**src/rtl/mem_port_pkg.sv**
```systemverilog
// Shared encodings and parameter limits for the unified memory port controller.
package mem_port_pkg;

  typedef enum logic [1:0] {
    ST_IDLE   = 2'b00,
    ST_ACCESS = 2'b01,
    ST_DONE   = 2'b10
  } state_t;

  typedef enum logic {
    OWN_FETCH = 1'b0,
    OWN_DATA  = 1'b1
  } owner_t;

  localparam int unsigned CNT_W       = 4;
  localparam int unsigned MEM_LAT_MIN = 1;
  localparam int unsigned MEM_LAT_MAX = 15;

  function automatic bit lat_ok(input int unsigned lat);
    return (lat >= MEM_LAT_MIN) && (lat <= MEM_LAT_MAX);
  endfunction

endpackage

```
**src/rtl/mem_port_ctrl.sv**
```systemverilog
// Arbiter/sequencer for the single memory port: data has fixed priority over fetch,
// address/data are held for MEM_LAT cycles, then the owner is acknowledged.
module mem_port_ctrl
  import mem_port_pkg::*;
#(
  parameter int unsigned MEM_LAT = 2,
  parameter int unsigned ADDR_W  = 32,
  parameter int unsigned DATA_W  = 32
) (
  input  logic              clk,
  input  logic              rst,
  input  logic              if_req,
  input  logic [ADDR_W-1:0] if_addr,
  output logic              if_ack,
  input  logic              d_req,
  input  logic              d_we,
  input  logic [ADDR_W-1:0] d_addr,
  input  logic [DATA_W-1:0] d_wdata,
  output logic              d_ack,
  output logic [ADDR_W-1:0] mem_addr,
  output logic              mem_we,
  output logic [DATA_W-1:0] mem_wdata,
  input  logic [DATA_W-1:0] mem_rdata,
  output logic              ir_load,
  output logic              rdr_load,
  output logic              busy
);

  if (!lat_ok(MEM_LAT)) begin : g_lat_check
    $error("mem_port_ctrl: MEM_LAT out of range 1..15");
  end

  localparam logic [CNT_W-1:0] CNT_INIT = CNT_W'(MEM_LAT - 1);

  state_t            r_state, w_state_n;
  owner_t            r_owner, w_owner_n;
  logic [CNT_W-1:0]  r_cnt, w_cnt_n;
  logic              r_we, w_we_n;
  logic [ADDR_W-1:0] r_mem_addr, w_addr_n;
  logic [DATA_W-1:0] r_mem_wdata, w_wdata_n;
  logic              r_mem_we, w_mem_we_n;
  logic              w_done;

  // Read data is captured by the external register; only its enable is driven here.
  logic w_unused_rdata;
  assign w_unused_rdata = ^mem_rdata;

  always_ff @(posedge clk) begin
    if (rst) begin
      r_state     <= ST_IDLE;
      r_owner     <= OWN_FETCH;
      r_cnt       <= '0;
      r_we        <= 1'b0;
      r_mem_addr  <= '0;
      r_mem_wdata <= '0;
      r_mem_we    <= 1'b0;
    end else begin
      r_state     <= w_state_n;
      r_owner     <= w_owner_n;
      r_cnt       <= w_cnt_n;
      r_we        <= w_we_n;
      r_mem_addr  <= w_addr_n;
      r_mem_wdata <= w_wdata_n;
      r_mem_we    <= w_mem_we_n;
    end
  end

  always_comb begin
    w_state_n = r_state;
    w_owner_n = r_owner;
    w_cnt_n   = r_cnt;
    w_we_n    = r_we;
    w_addr_n  = r_mem_addr;
    w_wdata_n = r_mem_wdata;
    case (r_state)
      ST_ACCESS: begin
        if (r_cnt == '0) w_state_n = ST_DONE;
        else             w_cnt_n   = r_cnt - 1'b1;
      end
      ST_DONE: w_state_n = ST_IDLE;
      default: begin
        // Covers ST_IDLE and the unused 2'b11 code.
        w_state_n = ST_IDLE;
        if (d_req) begin
          w_state_n = ST_ACCESS;
          w_owner_n = OWN_DATA;
          w_cnt_n   = CNT_INIT;
          w_we_n    = d_we;
          w_addr_n  = d_addr;
          w_wdata_n = d_wdata;
        end else if (if_req) begin
          w_state_n = ST_ACCESS;
          w_owner_n = OWN_FETCH;
          w_cnt_n   = CNT_INIT;
          w_we_n    = 1'b0;
          w_addr_n  = if_addr;
        end
      end
    endcase
    // Registered strobe: look ahead so it lands on the last ACCESS cycle.
    w_mem_we_n = (w_state_n == ST_ACCESS) && (w_cnt_n == '0) && w_we_n;
  end

  always_comb begin
    busy     = (r_state == ST_ACCESS) || (r_state == ST_DONE);
    w_done   = (r_state == ST_DONE) && !rst;
    if_ack   = w_done && (r_owner == OWN_FETCH);
    d_ack    = w_done && (r_owner == OWN_DATA);
    ir_load  = if_ack;
    rdr_load = d_ack && !r_we;
  end

  assign mem_addr  = r_mem_addr;
  assign mem_wdata = r_mem_wdata;
  assign mem_we    = r_mem_we;

endmodule

```
**config.mk**
```make
export PLATFORM = sky130hd
export DESIGN_NAME = mem_port_ctrl
export DESIGN_NICKNAME = d
export VERILOG_FILES = /design/src/rtl/mem_port_pkg.sv /design/src/rtl/mem_port_ctrl.sv
export SDC_FILE = /design/constraint.sdc
export NUM_CORES = 1
export LEC_CHECK = 0
export CAP_MARGIN = 20
export CORE_AREA = 2 2 79 81
export CTS_BUF_LIST = sky130_fd_sc_hd__clkbuf_2 sky130_fd_sc_hd__clkbuf_4 sky130_fd_sc_hd__clkbuf_8
export DETAILED_ROUTE_END_ITERATION = 16
export DIE_AREA = 0 0 81 83
export DONT_BUFFER_PORTS = 1
export GPL_TIMING_DRIVEN = 1
export PLACE_DENSITY = 0.69
export SYNTH_ARGS = -nofsm -noshare
export SYNTH_HDL_FRONTEND = slang
export SYNTH_SLANG_ARGS = --single-unit
```
**constraint.sdc**
```tcl
create_clock -name clk -period 1.95 [get_ports clk]
set_clock_uncertainty 0.2 [all_clocks]
set_input_delay 0.39 -clock clk [delete_from_list [all_inputs] [get_ports clk]]
set_output_delay 0.39 -clock clk [all_outputs]
set_load 0.02 [all_outputs]
```
==> summary.txt, run 1 <==
Run status
  • Outcome: complete, but fails checks
  • Failing checks: negative hold slack

Clocking
  • CTS clk-pin slew, worst paths: 0.07 ns
  • Clock Latency Late Sink: 0.33 ns
  • Maximum clock insertion buffer count: 2
  • H-tree Lvls: 3
  • CTS tree: done
  • CTS sink cnt: 73
  • CTS Buf Count: 9
  • Root Buffer: clkbuf_8
  • Hold Buf Count CTS: 1

Synthesis
  • Synth area leaders: dfxtp_1 48%, mux2i_1 11%, nand2_1 8.5%
  • Share of the synthesized area in the top cell type: 48.4%
  • Mux cell area share after synthesis: roughly a tenth
  • Post-synth EDFFs: 0
  • Post-Synth XOR/XNOR Area: 0%
  • Count of yosys warnings during synthesis: 0
  • Distinct cells, synth: 36
  • Largest family of logic cells by synthesized area: simple AND/OR/NAND/NOR gates
  • FFs w/ async S/R, synth: 0%
  • Avg Inst Size Synth: 8.74 um^2
  • Most frequent cell after synthesis: dfxtp_1
  • Synth Register Bits: 73
  • Synth Net Count: 481
  • Main synth FF type: dfxtp_1
  • Area share of and/or/nand/nor cells after synthesis: 17.5%
  • Synth cell count leaders: 73 x dfxtp_1, 68 x nand2_1, 38 x nor2_1
  • Seq/Total Area, Yosys: 48.4%
  • Synth Area in Compound Gates: 17.3%
  • Adder-cell share of the synthesized area: between 1 and 1.5%
  • Cell Area, Synth: ~3000 um^2
  • Cells after Synth: 345
  • Post-synth top area cell: dfxtp_1

Die
  • Core Box Area: 5820 um^2
  • Initial Util: 51.9%
  • Die Span X: 81 um
  • Number of I/O pins: 203
  • Std-Cell Rows: 28
  • Die area: 6720 um^2
  • Die H: 83 um

Pwr
  • Leak: roughly 1.4 nW
  • Maximum vdd drop: 0.678 mV
  • Total Power: 3.73 mW
  • PD cells: 1080 nW/um^2

Routing
  • Routed WL per cell: 15.1 um
  • Post-Route WL: between 6 and 7 mm
  • Routed vias: 2,372
  • Via density: roughly 5.5
  • Drt pass-1 iters: 4
  • DR DRC count: 0
  • Initial DRC Count: 93
  • Antenna viol nets, final: 0

STA
  • RSZ-0062 raised after global routing: false
  • Max Clock Freq: 532 MHz
  • Hold Vio Cnt, Final: a little over 70
  • Final Critical Period: ~1.9 ns
  • Worst slew pin tran: 0.364 ns
  • Tcrit/Tclk final: 96.4%
  • Setup TNS: 0 ns
  • Final hold slack: -0.0780 ns
  • Final setup violating endpoints: 0
  • Worst slew margin: about three quarters
  • Final slew viol count: 0

Cells and area
  • Share of cells above drive strength 1: roughly 14%
  • Final #Nets: 484
  • Area grow syn2layout: 14.6%
  • Diodes inserted: 0
  • Fin area: 3460 um^2
  • Fin util: 59.4%

Worst hold path
  • Worst Hold Class: in2reg
  • Worst Hold Path Cells: 1
  • Min-Delay Endpoint: r_state[0]$_SDFF_PP0_
  • Min-delay src: rst

Critical path
  • Critical Path AT: ~1.3 ns
  • Reg2Reg Launch Point: r_cnt[1]$_SDFF_PP0_
  • Critical path class: reg2out
  • Setup crit start kind: register
  • Worst setup path startpoint: r_state[0]$_SDFF_PP0_
  • Worst reg2reg endpoint: mem_we$_SDFF_PP0_
  • Crit path required time: 1.36 ns
  • Crit. End Element: primary output
  • Largest fanout on the critical path: 3
  • FF-to-FF setup slack: around 0.07 ns
  • R2R cell count: 6

Global route
  • Gr ovfl total: 0
  • Gr usage total: 18.6%
  • Largest net degree at the start of global routing: 76
  • Initial antenna violation count: 0
  • First-pass GRT wire length: approximately 9.8 mm
  • Vias in the first global route: approximately 2,200

Flow run
  • Max-capacitance violation count: 0

Placement
  • DP Wirelength: ~4.6 mm
  • GP Congestion: slightly below 0.9
  • Area of placed instances: 3160 um^2
  • Port Buffers: 0
-- state kept, by name, indices dropped and copies added, names as in the netlist --
signal,flops
mem_we,1
r_state,2
mem_addr,32
r_we,1
mem_wdata,32
r_cnt,4
r_owner,1
-- routing by layer --
metal	vias to the layer above	routed length, um	share of wire [%]	global-route usage [%]
li1	1198	-	-	-
met1	1039	2490	39	20.9
met2	129	3240	50	31.1
met3	6	642	10	6.63
met4	0	72	1.1	8.32
met5	-	0	0	0
-- worst max-delay path: stages (launching register included) --
cell and delay [ns]:
dfxtp_2 0.34, inv_2 0.04, ha_4 0.15, and3b_1 0.16
nor2b_1 0.13, buf_4 0.15
-- per-stage QoR --
stage	worst slack [ns]	hold WS, ns	cells
after floorplan	0.0136	0.281	345
after global placement	-0.0156	0.265	410
after detailed placement	-0.0159	0.267	410
after CTS	0.0114	-0.102	428
after global routing	0.00476	-0.102	428
final	0.0695	-0.0780	428
-- placed cells by master (no fill, tap or decap), types with 2 or more instances in the layout --
cell       instances
clkbuf_8           9
a211oi_1          29
buf_12             3
clkbuf_4           2
inv_1              3
mux2i_1           32
nand2_1           68
a211oi_2           3
inv_2              2
buf_4             15
nor2b_1            5
o21ai_0            2
dfxtp_1           70
nor2_1            38
ha_1               2
a21oi_1           36
a31oi_1            2
bufinv_16          3
dfxtp_2            3
-- worst max-delay path by stage --
stage,end,cells past startpoint
after floorplan,mem_we$_SDFF_PP0_,8
after global placement,mem_we$_SDFF_PP0_,7
after detailed placement,mem_addr[8]$_SDFFE_PP0P_,8
after CTS,mem_we$_SDFF_PP0_,6
after global routing,mem_addr[8]$_SDFFE_PP0P_,8
final,rdr_load,5
-- final cells by class --
type | count | area (um^2)
clock buffers | 11 | 139
repair buffers | 20 | 194
clock inverters | 5 | 104
multi-input cells | 239 | 1440
inverters | 5 | 18.8
fillers | 536 | 2360
well taps | 75 | 93.8
flip-flops and latches | 73 | 1470
-- cell families after synthesis --
kind of cell / count (synthesis)
adders and majority gates: 3
muxes: 32
buffers and inverters: 33
AOI/OAI and AO/OA: 81
DFF: 73
and+or+nand+nor: 123
-- power breakdown --
group	leakage [nW]	switching (mW)	internal [mW]
combinational	0.671	0.231	0.223
clock	0.124	0.524	0.879
sequential	0.604	0.242	1.63
-- what timing repair did --
item / CTS / global route
resized for setup: 6 / 7
setup buffers: 1 / 0
pin swaps: 1 / 0
endpoints found under the hold margin: 72 / 71
setup endpoints to repair: 7 / 7
No activity file was read; power rests on OpenSTA's default activity.
==> inputs of run 2 (changes only) <==
CTS_CLUSTER_SIZE = 20   (was not set)
SETUP_SLACK_MARGIN = 0.1   (was not set)
==> run 2 against run 1 <==
The flow still finishes with violations (negative hold slack). Power down 4.2%. Sequential share of layout area increased by 0.14 points. Combinational power rose by 2%. Worst hold slack worse by 0.0070 ns. Non-clock buffer count increased by 1. Maximum frequency is 1.7% lower. Wire length rose by 5.7%. Cell count grew 0.23%. Sequential power about the same. Via count increased by 3.4%. Count of clock-buffer cells in the layout increased by 3. Design area shrank 0.33%. Critical endpoint is now mem_we$_SDFF_PP0_.
==> summary.txt, run 2 (synthesis gave the netlist of run 1 again) <==
Global route
  • First-pass GRT wire length: 9.85 mm (about the same)
  • Vias in the first global route: 2,220 (+1.6%)
  • Gr usage total: 18.4% (-0.18 points)
  • Gr ovfl total: 0 (unchanged)
  • Initial antenna violation count: 0 (unchanged)
  • Largest net degree at the start of global routing: 76 (unchanged)

Cells and area
  • Share of cells above drive strength 1: 14.7% (+0.24 points)
  • Fin cells: 429 (+0.23%)
  • Commonest cells after routing, fill and taps aside: 70 x dfxtp_1, 68 x nand2_1, 38 x nor2_1
  • Area grow syn2layout: 14.2%
  • Most common cell after layout, fill and taps aside: dfxtp_1
  • Final #Nets: 485 (+0.21%)
  • Fin util: 59.2% (-0.19 points)
  • Diodes inserted: 0 (unchanged)

Clocking
  • Root Buffer: clkbuf_8
  • CTS clk-pin slew, worst paths: 0.07 ns (about the same)
  • Clock Latency Late Sink: 0.33 ns (about the same)
  • CTS sink cnt: 73 (unchanged)
  • H-tree Lvls: 3 (unchanged)
  • CTS Buf Count: 9 (unchanged)
  • Maximum clock insertion buffer count: 2 (unchanged)
  • CTS tree: done

Routing
  • Post-Route WL: 6.82 mm (+5.7%)
  • Routed vias: 2,452 (+3.4%)
  • Via density: 5.72 (+3.1%)
  • Drt pass-1 iters: 5 (+1)
  • Initial DRC Count: 51 (-45%)
  • DR DRC count: 0 (unchanged)
  • Routed WL per cell: 15.9 um (+5.5%)
  • Antenna viol nets, final: 0 (unchanged)

Critical path
  • Critical path class: reg2reg
  • Setup crit start kind: register
  • Crit path required time: 1.99 ns (+0.63 ns)
  • Critical Path AT: 1.96 ns (+0.67 ns)
  • Crit. End Element: register
  • Largest fanout on the critical path: 4 (+1)

Die
  • Die H: 83 um (unchanged)
  • Std-Cell Rows: 28 (unchanged)
  • Die area: 6720 um^2 (unchanged)
  • Number of I/O pins: 203 (unchanged)
  • Core Box Area: 5820 um^2 (unchanged)
  • Die Span X: 81 um (unchanged)
  • Initial Util: 51.9% (unchanged)

STA
  • Tcrit/Tclk final: 98.1% (+1.6 points)
  • Setup TNS: 0 ns (unchanged)
  • Final slew viol count: 0 (unchanged)
  • Worst slew margin: 74.5% (-0.87 points)
  • Final hold slack: -0.0850 ns (-0.00701 ns)
  • RSZ-0062 raised after global routing: true
  • Worst slew pin tran: 0.377 ns (+0.0128 ns)
  • Hold Vio Cnt, Final: 72 (+1.4%)
  • Final Critical Period: 1.91 ns (+0.0318 ns)
  • Final setup violating endpoints: 0 (unchanged)
  • Max Clock Freq: 523 MHz (-1.7%)

Placement
  • GP Congestion: 0.816 (-8.5%)
  • Port Buffers: 0 (unchanged)
  • DP Wirelength: 4.50 mm (-2.6%)
  • Cell count after placement: 405 (-1.2%)

Flow run
  • Max-capacitance violation count: 0 (unchanged)

Worst hold path
  • Worst Hold Class: in2reg

Pwr
  • Power share of the combinational group: 13.0% (+0.8 points)
  • Sw frac: 27.9% (+1.2 points)
  • Clock power share: 34.7% (-3.0 points)
  • Total Power: 3.57 mW (-4.2%)
  • PD cells: 1040 nW/um^2 (-3.9%)
  • Seq pwr share: 52.3% (+2.2 points)
  • Maximum vdd drop: 0.513 mV (-24%)
  • Sw power: 0.997 mW (about the same)
  • Leak: 1.40 nW (-0.29%)
  • Internal power: 2.57 mW (-5.7%)

Run status
  • Failing checks: negative hold slack
  • Outcome: complete, but fails checks
-- run 2: cell types whose count changed in the layout (fill, tap and decap cells not counted), sizes merged --
cell,change
bufinv,-2
clkbuf,+5
clkinv,-1
dlygate4sd3,-1
-- run 2: metal layers --
metal | wire (um) | global-route usage, % | vias to the layer above
met1 | 2690 | 20.2 | 1114
met2 | 3200 | 30.3 | 131
met4 | 136 | 9.40 | 0
li1 | - | - | 1196
met5 | 0 | 0 | -
met3 | 796 | 7.28 | 11
-- run 2: final cells by class --
class | count | area [um^2]
fill | 550 | 2370
sequential | 73 | 1470
multi-input combinational | 239 | 1440
timing repair buffer | 21 | 205
clock buffer | 14 | 180
tap | 75 | 93.8
clock inverter | 2 | 35.0
inverter | 5 | 21.3
-- run 2: stage by stage --
step                setup WS [ns]  cell area (um^2)
finish                     0.0377              3440
global route              -0.0113              3440
CTS                        0.0462              3350
detailed placement        -0.0332              3110
global placement          -0.0177              3110
floorplan                   0.117              3030
-- run 2: final timing paths --
path | slack (ns) | start | cells past startpoint | endpoint
hold reg to reg | 0.33 | r_we$_SDFF_PP0_ | 2 | r_we$_SDFF_PP0_
setup reg to reg | 0.04 | r_state[1]$_SDFF_PP0_ | 6 | mem_we$_SDFF_PP0_
hold / removal | -0.08 | rst | 1 | mem_wdata[23]$_SDFFE_PP0P_
setup / recovery | 0.04 | r_state[1]$_SDFF_PP0_ | 6 | mem_we$_SDFF_PP0_
-- run 2: what timing repair did --
| item | CTS | global route |
|---|---|---|
| endpoints found under the hold margin | 72 | 72 |
| cloned | 0 | 1 |
| pin swaps | 1 | 5 |
| endpoints found under the setup margin | 38 | 12 |
| buffers inserted | 1 | 6 |
| gates resized for setup | 7 | 7 |
-- run 2: power by group through the flow --
stage | clock network, mW | logic (mW) | registers, mW
CTS | 1.26 | 0.424 | 1.87
floorplan | 0 | 0.369 | 1.87
global placement | 0 | 0.400 | 1.90
global route | 1.33 | 0.521 | 1.88
finish | 1.24 | 0.465 | 1.87
detailed placement | 0 | 0.416 | 1.90
-- run 2: worst max-delay path, stage by stage (launching register included) --
cell and delay, ns:
dfxtp_2 0.36, inv_1 0.08, ha_4 0.16, buf_4 0.13, and2b_2 0.21, a2111o_1 0.44
nor4_2 0.23
